File: config.mk
export PLATFORM = sky130hd
export DESIGN_NAME = sram_byte_bridge_flat
export DESIGN_NICKNAME = d
export VERILOG_FILES = /design/src/rtl/sram_byte_bridge_pkg.sv /design/src/rtl/sram_byte_bridge_if.sv /design/src/rtl/sram_wait_counter.sv /design/src/rtl/sram_byte_bridge.sv /design/src/flat_wrapper.sv
export SDC_FILE = /design/constraint.sdc
export NUM_CORES = 1
export LEC_CHECK = 0
export ABC_AREA = 0
export CAP_MARGIN = 20
export CORE_MARGIN = 2
export CORE_UTILIZATION = 40
export CTS_BUF_LIST = sky130_fd_sc_hd__clkbuf_8 sky130_fd_sc_hd__clkbuf_16
export DETAILED_ROUTE_END_ITERATION = 6
export PLACE_DENSITY = 0.87
export SLEW_MARGIN = 20
export SYNTH_ARGS = -nofsm -noshare
export SYNTH_HDL_FRONTEND = slang
export SYNTH_HIERARCHICAL = 1
export SYNTH_SLANG_ARGS = --single-unit
File: constraint.sdc
create_clock -name clk -period 1.78 [get_ports clk]
set_input_delay 0.178 -clock clk [delete_from_list [all_inputs] [get_ports clk]]
set_output_delay 0.178 -clock clk [all_outputs]
set_load 0.02 [all_outputs]
File: src/rtl/sram_byte_bridge_pkg.sv
// Shared types and constants for the word-to-byte SRAM bridge.
package sram_byte_bridge_pkg;

  localparam int unsigned WaitCntW = 4;

  typedef enum logic [2:0] {
    StIdle,
    StSetupLo,
    StAccessLo,
    StSetupHi,
    StAccessHi,
    StAck
  } state_e;

endpackage

File: src/rtl/sram_byte_bridge_if.sv
// Upstream 16-bit word bus between the load/store unit (master) and the bridge (slave).
interface sram_byte_bridge_if;

  logic [19:1] m_addr;
  logic [15:0] m_data_out;
  logic [15:0] m_data_in;
  logic        m_access;
  logic        m_ack;
  logic        m_wr_en;
  logic [1:0]  m_bytesel;

  modport master (
    output m_addr, m_data_out, m_access, m_wr_en, m_bytesel,
    input  m_data_in, m_ack
  );

  modport slave (
    input  m_addr, m_data_out, m_access, m_wr_en, m_bytesel,
    output m_data_in, m_ack
  );

endinterface

File: src/rtl/sram_wait_counter.sv
// Wait-state down-counter: loads WAIT_STATES, decrements while enabled, flags zero.
module sram_wait_counter
  import sram_byte_bridge_pkg::*;
#(
  parameter int unsigned WAIT_STATES = 2
) (
  input  logic clk,
  input  logic reset,
  input  logic load,
  input  logic dec,
  output logic done
);

  logic [WaitCntW-1:0] cnt_q, cnt_d;

  always_comb begin
    cnt_d = cnt_q;
    if (load) begin
      cnt_d = WaitCntW'(WAIT_STATES);
    end else if (dec && (cnt_q != '0)) begin
      cnt_d = cnt_q - 1'b1;
    end
  end

  always_ff @(posedge clk) begin
    if (reset) begin
      cnt_q <= '0;
    end else begin
      cnt_q <= cnt_d;
    end
  end

  assign done = (cnt_q == '0);

endmodule

File: src/rtl/sram_byte_bridge.sv
// Splits 16-bit word accesses into low/high byte cycles on an 8-bit async SRAM.
module sram_byte_bridge
  import sram_byte_bridge_pkg::*;
#(
  parameter int unsigned WAIT_STATES = 2
) (
  input  logic                 clk,
  input  logic                 reset,
  sram_byte_bridge_if.slave    bus,
  output logic [19:0]          sram_addr,
  output logic [7:0]           sram_wdata,
  input  logic [7:0]           sram_rdata,
  output logic                 sram_data_oe,
  output logic                 sram_ce_n,
  output logic                 sram_oe_n,
  output logic                 sram_we_n
);

  state_e      state_q, state_d;
  logic [19:1] addr_q, addr_d;
  logic        wr_q, wr_d;
  logic [1:0]  sel_q, sel_d;
  logic [15:0] wdata_q, wdata_d;
  logic [15:0] rdata_q, rdata_d;

  logic in_setup, in_access, hi_lane, wait_done;

  assign in_setup  = (state_q == StSetupLo) || (state_q == StSetupHi);
  assign in_access = (state_q == StAccessLo) || (state_q == StAccessHi);
  assign hi_lane   = (state_q == StSetupHi) || (state_q == StAccessHi);

  sram_wait_counter #(
    .WAIT_STATES (WAIT_STATES)
  ) u_wait (
    .clk   (clk),
    .reset (reset),
    .load  (in_setup),
    .dec   (in_access),
    .done  (wait_done)
  );

  always_comb begin
    state_d = state_q;
    addr_d  = addr_q;
    wr_d    = wr_q;
    sel_d   = sel_q;
    wdata_d = wdata_q;
    rdata_d = rdata_q;
    unique case (state_q)
      StIdle: begin
        if (bus.m_access) begin
          addr_d  = bus.m_addr;
          wr_d    = bus.m_wr_en;
          sel_d   = bus.m_bytesel;
          wdata_d = bus.m_data_out;
          // Unselected lanes of a read must come back as zero.
          if (!bus.m_wr_en) rdata_d = '0;
          if (bus.m_bytesel[0])      state_d = StSetupLo;
          else if (bus.m_bytesel[1]) state_d = StSetupHi;
          else                       state_d = StAck;
        end
      end
      StSetupLo: state_d = StAccessLo;
      StAccessLo: begin
        if (wait_done) begin
          if (!wr_q) rdata_d[7:0] = sram_rdata;
          state_d = sel_q[1] ? StSetupHi : StAck;
        end
      end
      StSetupHi: state_d = StAccessHi;
      StAccessHi: begin
        if (wait_done) begin
          if (!wr_q) rdata_d[15:8] = sram_rdata;
          state_d = StAck;
        end
      end
      StAck:   state_d = StIdle;
      default: state_d = StIdle;
    endcase
  end

  always_ff @(posedge clk) begin
    if (reset) begin
      state_q <= StIdle;
      addr_q  <= '0;
      wr_q    <= 1'b0;
      sel_q   <= '0;
      wdata_q <= '0;
      rdata_q <= '0;
    end else begin
      state_q <= state_d;
      addr_q  <= addr_d;
      wr_q    <= wr_d;
      sel_q   <= sel_d;
      wdata_q <= wdata_d;
      rdata_q <= rdata_d;
    end
  end

  assign sram_addr     = {addr_q, hi_lane};
  assign sram_wdata    = hi_lane ? wdata_q[15:8] : wdata_q[7:0];
  assign sram_ce_n     = !(in_setup || in_access);
  assign sram_oe_n     = !(in_access && !wr_q);
  assign sram_we_n     = !(in_access && wr_q);
  assign sram_data_oe  = wr_q && (in_setup || in_access);
  assign bus.m_data_in = rdata_q;
  assign bus.m_ack     = (state_q == StAck);

endmodule

File: src/flat_wrapper.sv
// flat-port wrapper written by rule: the top's interface ports become plain ports
module sram_byte_bridge_flat import sram_byte_bridge_pkg::*;
#(
  parameter int unsigned WAIT_STATES = 2
)
  (clk, reset, sram_addr, sram_wdata, sram_rdata, sram_data_oe, sram_ce_n, sram_oe_n, sram_we_n, bus_m_addr, bus_m_data_out, bus_m_access, bus_m_wr_en, bus_m_bytesel, bus_m_data_in, bus_m_ack);
  sram_byte_bridge_if bus_i ();
  input  logic clk;
  input  logic reset;
  output logic [19:0] sram_addr;
  output logic [7:0] sram_wdata;
  input  logic [7:0] sram_rdata;
  output logic sram_data_oe;
  output logic sram_ce_n;
  output logic sram_oe_n;
  output logic sram_we_n;
  input wire logic [$bits(bus_i.m_addr)-1:0] bus_m_addr;
  input wire logic [$bits(bus_i.m_data_out)-1:0] bus_m_data_out;
  input wire logic [$bits(bus_i.m_access)-1:0] bus_m_access;
  input wire logic [$bits(bus_i.m_wr_en)-1:0] bus_m_wr_en;
  input wire logic [$bits(bus_i.m_bytesel)-1:0] bus_m_bytesel;
  output wire logic [$bits(bus_i.m_data_in)-1:0] bus_m_data_in;
  output wire logic [$bits(bus_i.m_ack)-1:0] bus_m_ack;
  assign bus_i.m_addr = bus_m_addr;
  assign bus_i.m_data_out = bus_m_data_out;
  assign bus_i.m_access = bus_m_access;
  assign bus_i.m_wr_en = bus_m_wr_en;
  assign bus_i.m_bytesel = bus_m_bytesel;
  assign bus_m_data_in = bus_i.m_data_in;
  assign bus_m_ack = bus_i.m_ack;
  sram_byte_bridge #(.WAIT_STATES(WAIT_STATES)) u_core (.clk(clk), .reset(reset), .bus(bus_i), .sram_addr(sram_addr), .sram_wdata(sram_wdata), .sram_rdata(sram_rdata), .sram_data_oe(sram_data_oe), .sram_ce_n(sram_ce_n), .sram_oe_n(sram_oe_n), .sram_we_n(sram_we_n));
endmodule
==> results of run 1 <==
[placed cells by master, fill, tap and decap left out, types with 3 or more instances in the layout]
| master | instances |
|---|---|
| o21ai_1 | 8 |
| buf_6 | 10 |
| clkbuf_8 | 12 |
| o32ai_1 | 8 |
| nand3b_1 | 5 |
| nor3_1 | 3 |
| nand2_1 | 77 |
| dfxtp_1 | 57 |
| clkdlybuf4s50_1 | 82 |
| mux2_1 | 6 |
| nand2b_1 | 18 |
| nor2_1 | 7 |
| buf_4 | 17 |
| dlygate4sd2_1 | 4 |
| nand4b_1 | 9 |
| a21oi_1 | 40 |
| inv_1 | 11 |
[power by group]
group	internal, mW	leakage (nW)	total (mW)	switching [mW]
Clock	0.599	0.0941	1.07	0.468
Sequential	1.67	0.491	1.85	0.183
Combinational	1.48	0.906	3.15	1.67
[metrics by stage]
step	hold WS, ns	cells	setup TNS [ns]	power (mW)
floorplan	0.255	312	0	3.76
global placement	0.439	476	-0.296	4.64
detailed placement	0.446	476	-0.697	4.73
CTS	0.393	494	-0.266	5.82
global route	0.400	499	-0.594	6.48
finish	0.399	499	-0.0133	6.07
[critical path: stages, from the launching register on]
cell and delay (ns):
dfxtp_4 0.36, nor3b_2 0.15, a21o_1 0.18, buf_12 0.15
mux2_1 0.31, buf_2 0.16
[metal layers]
metal / vias to the layer above / GRT usage / routed length (um)
met5: - / 0 / 0
met4: 0 / 0.0678 / 80
met3: 7 / 0.0525 / 459
met2: 78 / 0.308 / 3280
met1: 1145 / 0.212 / 2880
li1: 1276 / - / -
[registers in the layout, indices dropped and copies added, names as in the netlist]
name and flops:
u_core/wr_q 1, u_core/bus.m_data_in 16, u_core/sel_q 1, u_core/u_wait/cnt_q 4, u_core/wdata_q 16, u_core/state_q 3
u_core/addr_q 19
[area by class of cell]
class / count / area (um2)
flip-flops and latches: 60 / 1210
well taps: 77 / 96.3
clock inverters: 2 / 10.0
multi-input cells: 216 / 1300
fillers: 576 / 2400
clock buffers: 12 / 165
inverters: 12 / 47.5
repair inverters: 1 / 5.00
repair buffers: 119 / 1160
[kinds of logic after synthesis]
logic type / Yosys count / synth area share
simple gates: 135 / 0.264
compound gates: 69 / 0.156
flops: 60 / 0.454
buf+inv: 37 / 0.0795
mux: 9 / 0.0378
xor+xnor: 1 / 0.00331
fa+ha+maj: 1 / 0.00473
[synthesized netlist by cell type, drive strengths merged, types with 3 or more instances]
cell type,number
o21ai,10
clkbuf,10
o32ai,8
buf,15
a21oi,40
mux2,8
dfxtp,60
nand2,77
nor2,8
nand2b,18
nor3,3
inv,12
nand3b,5
nand4b,9
o21a,3
[worst paths after layout]
kind,startpoint,end,slack [ns],cells after the start
max,u_core/state_q[2],sram_wdata[5],-0.01,5
min,bus_m_addr[15],u_core/addr_q[16],0.40,3
max reg2reg,u_core/state_q[2],u_core/wdata_q[12],0.02,6
min reg2reg,u_core/addr_q[19],u_core/addr_q[19],0.45,2
[what timing repair did]
| action | 4_1_cts | 5_1_grt |
|---|---|---|
| endpoints found under the setup margin | 19 | 65 |
| pin swaps | 1 | 2 |
| buffers inserted | 3 | 4 |
| gates resized for setup | 45 | 30 |
| cloned | 1 | 1 |
==> results.json, run 1 <==
{
  "fp.dieW_um": 85.3,
  "synth_warnings": 6,
  "grt.total_usage": 0.180,
  "routed_wl_um": 6700,
  "crit_fanout": 9,
  "first_iter_violations": 54,
  "setup_viol": 1,
  "rsz0062_at_grt": "true",
  "grt_pass1_vias": 2357,
  "dp_hpwl_um": 4480,
  "grt_pass1_wl_um": 10600,
  "core-area_um2": 6390,
  "grt_overflow_total": 0,
  "gp_congestion": 0.791,
  "initial_core_util": 0.414,
  "htree_levels": 3,
  "cts-buffers-inserted": 9,
  "design_area_um2": 3990,
  "ys_ff_latch": 60,
  "setup.worst_path.end_class": "output pin",
  "fmax_mhz": 558,
  "clock_path_buffers": 2,
  "dr.pass1.iters": 4,
  "wire_per_inst_um": 13.4,
  "fin_skew_ns": 0.00644,
  "cp_data_arrival_time_ns": 1.62,
  "nets": 469,
  "powerDensity_nw_per_um2": 1520,
  "ys.flop_type": "dfxtp_1",
  "p_leak_nw": 1.49,
  "syn_inst": 312,
  "cap_viol_max_count": 0,
  "layout-drive-gt1-share": 0.154,
  "io_buffers": 97,
  "antenna_found_initial": 0,
  "slew_violations": 0,
  "antenna_left": 0,
  "yosysTopAreaCell": "dfxtp_1",
  "vias_per_cell": 5.02,
  "cts_sinks": 60,
  "ys_top_cells_by_area": "dfxtp_1 (45%), nand2_1 (11%), a21oi_1 (7.6%)",
  "synth_top_area_frac": 0.454,
  "dpl_worst_slack_ns": -0.103,
  "ys_seq_area_frac": 0.454,
  "timing.final.crit_share": 1.01,
  "start_kind": "flop",
  "tightest_slew_ns": 0.687,
  "syn_area_um2": 2650,
  "worstPathRequired_ns": 1.60,
  "vias": 2506,
  "fin_util": 0.625,
  "violations": "negative setup slack",
  "outcome": "finished with violations",
  "grt_max_degree": 47,
  "finalHoldViolations": 0,
  "n_antenna_cell": 0,
  "synth_edf_count": 0,
  "cts.clk_slew.worst_paths_ns": 0.06,
  "die_y_um": 85.3,
  "synth-async-reset-ratio": 0,
  "cts_tree": "built",
  "synth_fp_nets": 362,
  "ir_drop_mv": 0.820,
  "clockRootBuffer": "clkbuf_8",
  "synth_area_per_cell_um2": 8.48,
  "die-area_um2": 7280,
  "postCtsHoldBufs": 0,
  "area_growth_pct": 50.9,
  "drc": 0,
  "rows": 29,
  "ios": 98,
  "layout_setup_ws_ns": -0.0133,
  "ys_types": 41,
  "hold_class": "input pin to flop",
  "crit_type": "flop to output pin",
  "maxSlewHeadroom": 0.542,
  "clkLatencyLatePin_ns": 0.32,
  "placed_area_um2": 3680,
  "fin_crit_ns": 1.79
}
No activity file was read; power rests on OpenSTA's default activity.
==> run 2: changes to the inputs <==
- HOLD_SLACK_MARGIN: not set -> 0.12
- SLEW_MARGIN: 20 -> not set
==> results of run 2 <==
Same layout as run 1: the final DEF is identical, and so are final timing and power.
==> run 3: changes to the inputs <==
- PLACE_DENSITY: 0.87 -> 0.85
==> run 3 against run 2 <==
Compared with the run above:
- the run still ends with negative setup slack left
- worst hold slack worse by 0.025 ns
- power is 4.5% higher
- critical path type unchanged
- sequential share of layout area shrank 0.33 points
- clock skew rose by 0.0023 ns
- sequential power about the same
- wire length hardly changed
==> results.json, run 3 (same netlist as run 1, synthesis figures left out) <==
{
  "wire_per_inst_um": 13.5,
  "area_growth_pct": 52.4,
  "drc": 0,
  "clockRootBuffer": "clkbuf_8",
  "area.sequential_um2": 1210,
  "fin_skew_ns": 0.00876,
  "crit_chain": "nor3b_2, a21o_1, buf_12, buf_12, mux2_4, buf_6",
  "antenna_left": 0,
  "vias_per_cell": 5.08,
  "die-area_um2": 7280,
  "dp_cells": 475,
  "core-area_um2": 6390,
  "antenna_found_initial": 0,
  "fin_crit_ns": 1.86,
  "nets": 463,
  "crit_fanout": 8,
  "clkLatencyLatePin_ns": 0.32,
  "io_buffers": 97,
  "ios": 98,
  "first_iter_violations": 100,
  "dp_hpwl_um": 4380,
  "p_int_mw": 3.94,
  "clock_path_buffers": 2,
  "rsz0062_at_grt": "true",
  "regMostFlops": "u_core/addr_q",
  "sw_frac_of_total": 0.379,
  "cts_tree": "built",
  "final_cells": 495,
  "num-fill-cells": 546,
  "layout-drive-gt1-share": 0.170,
  "hold_class": "input pin to flop",
  "rows": 29,
  "cap_viol_max_count": 0,
  "layout_commonest_cell": "clkdlybuf4s50_1",
  "outcome": "finished with violations",
  "htree_levels": 3,
  "maxSlewHeadroom": 0.596,
  "fp.dieW_um": 85.3,
  "gp_congestion": 0.846,
  "p_leak_nw": 1.50,
  "die_y_um": 85.3,
  "p_clk_frac": 0.194,
  "cts-buffers-inserted": 9,
  "setup.worst_path.end_class": "output pin",
  "hold_slack_ns": 0.374,
  "start_kind": "flop",
  "cp_data_arrival_time_ns": 1.69,
  "cts.clk_slew.worst_paths_ns": 0.07,
  "n_antenna_cell": 0,
  "grt.total_usage": 0.178,
  "timing.final.crit_share": 1.05,
  "crit_slowest_cell": "dfxtp_2",
  "grt_max_degree": 44,
  "multi_input_area_um2": 1330,
  "ir_drop_mv": 0.805,
  "crit_type": "flop to output pin",
  "cts_sinks": 60,
  "layout_common_cells": "clkdlybuf4s50_1 (82), nand2_1 (77), dfxtp_1 (56)",
  "initial_core_util": 0.414,
  "p_seq_frac": 0.292,
  "cpMostUsedCell": "buf_12",
  "tightest_slew_ns": 0.606,
  "worstPathRequired_ns": 1.60,
  "slowest_delay_ns": 0.34,
  "violations": "negative setup slack",
  "largest_register_ff_count": 19,
  "powerDensity_nw_per_um2": 1570,
  "switchingPower_mw": 2.40,
  "setup_viol": 4,
  "grt_pass1_wl_um": 10500,
  "routed_wl_um": 6690,
  "grt_overflow_total": 0,
  "postCtsHoldBufs": 0,
  "grt_pass1_vias": 2340,
  "layout_setup_ws_ns": -0.0844,
  "finalHoldViolations": 0,
  "dr.pass1.iters": 4,
  "vias": 2515,
  "comb_power_share": 0.514,
  "fmax_mhz": 536,
  "slew_violations": 0
}
-- run 3: cell types whose count changed in the layout (fill, tap and decap cells not counted), moves of 3 or more --
cell	change
buf_4	-5
mux2_1	-5
mux2_4	+5
buf_12	+4
buf_2	+3
buf_6	-3
-- run 3: final timing paths --
| path | startpoint | endpoint | slack [ns] | depth (start not counted) |
|---|---|---|---|---|
| hold reg to reg | u_core/addr_q[6] | u_core/addr_q[6] | 0.45 | 2 |
| setup reg to reg | u_core/state_q[2] | u_core/u_wait/cnt_q[3] | 0.07 | 7 |
| hold / removal | reset | u_core/wr_q | 0.37 | 2 |
| setup / recovery | u_core/state_q[2] | sram_wdata[4] | -0.08 | 6 |
-- run 3: cell type report --
type	count	area share
Inverter	12	0.0118
Sequential cell	60	0.299
Multi-Input combinational cell	216	0.331
Tap cell	77	0.0239
Clock inverter	5	0.0127
Clock buffer	11	0.0376
Timing Repair Buffer	114	0.284
-- run 3: metrics by stage --
step	utilization	area (um2)	TNS, ns	power, mW	setup slack, ns
after floorplan	-	2660	0	3.76	0.0132
after global placement	0.581	3710	-0.456	4.77	-0.0578
after detailed placement	0.581	3710	-0.843	4.83	-0.109
after CTS	0.621	3970	-0.226	6.22	-0.0916
after global routing	0.631	4030	-0.698	6.72	-0.140
final	0.631	4030	-0.208	6.34	-0.0844
-- run 3: power by group through the flow --
| stage | Sequential (mW) | Clock [mW] | Combinational (mW) |
|---|---|---|---|
| after floorplan | 2.02 | 0 | 1.74 |
| after global placement | 1.84 | 0 | 2.93 |
| after detailed placement | 1.85 | 0 | 2.98 |
| after CTS | 1.84 | 1.25 | 3.12 |
| after global routing | 1.89 | 1.32 | 3.52 |
| final | 1.85 | 1.23 | 3.26 |
-- run 3: routing by layer --
layer,vias up,GRT usage,wire [um]
li1,1263,-,-
met1,1157,0.222,3000
met2,81,0.298,3180
met3,14,0.0399,395
met4,0,0.0707,117
met5,-,0,0
-- run 3: timing repair --
item,in CTS,in global routing
setup buffers,1,2
pin swaps,3,5
endpoints found under the setup margin,24,65
gates resized for setup,75,12
gates cloned,0,1
-- run 3: worst max-delay path: cells and delay by family (launching register included) --
family	cells	cell delay [ns]
simple gates	1	0.15
buf+inv	3	0.40
flops	1	0.34
compound gates	1	0.18
mux	1	0.30
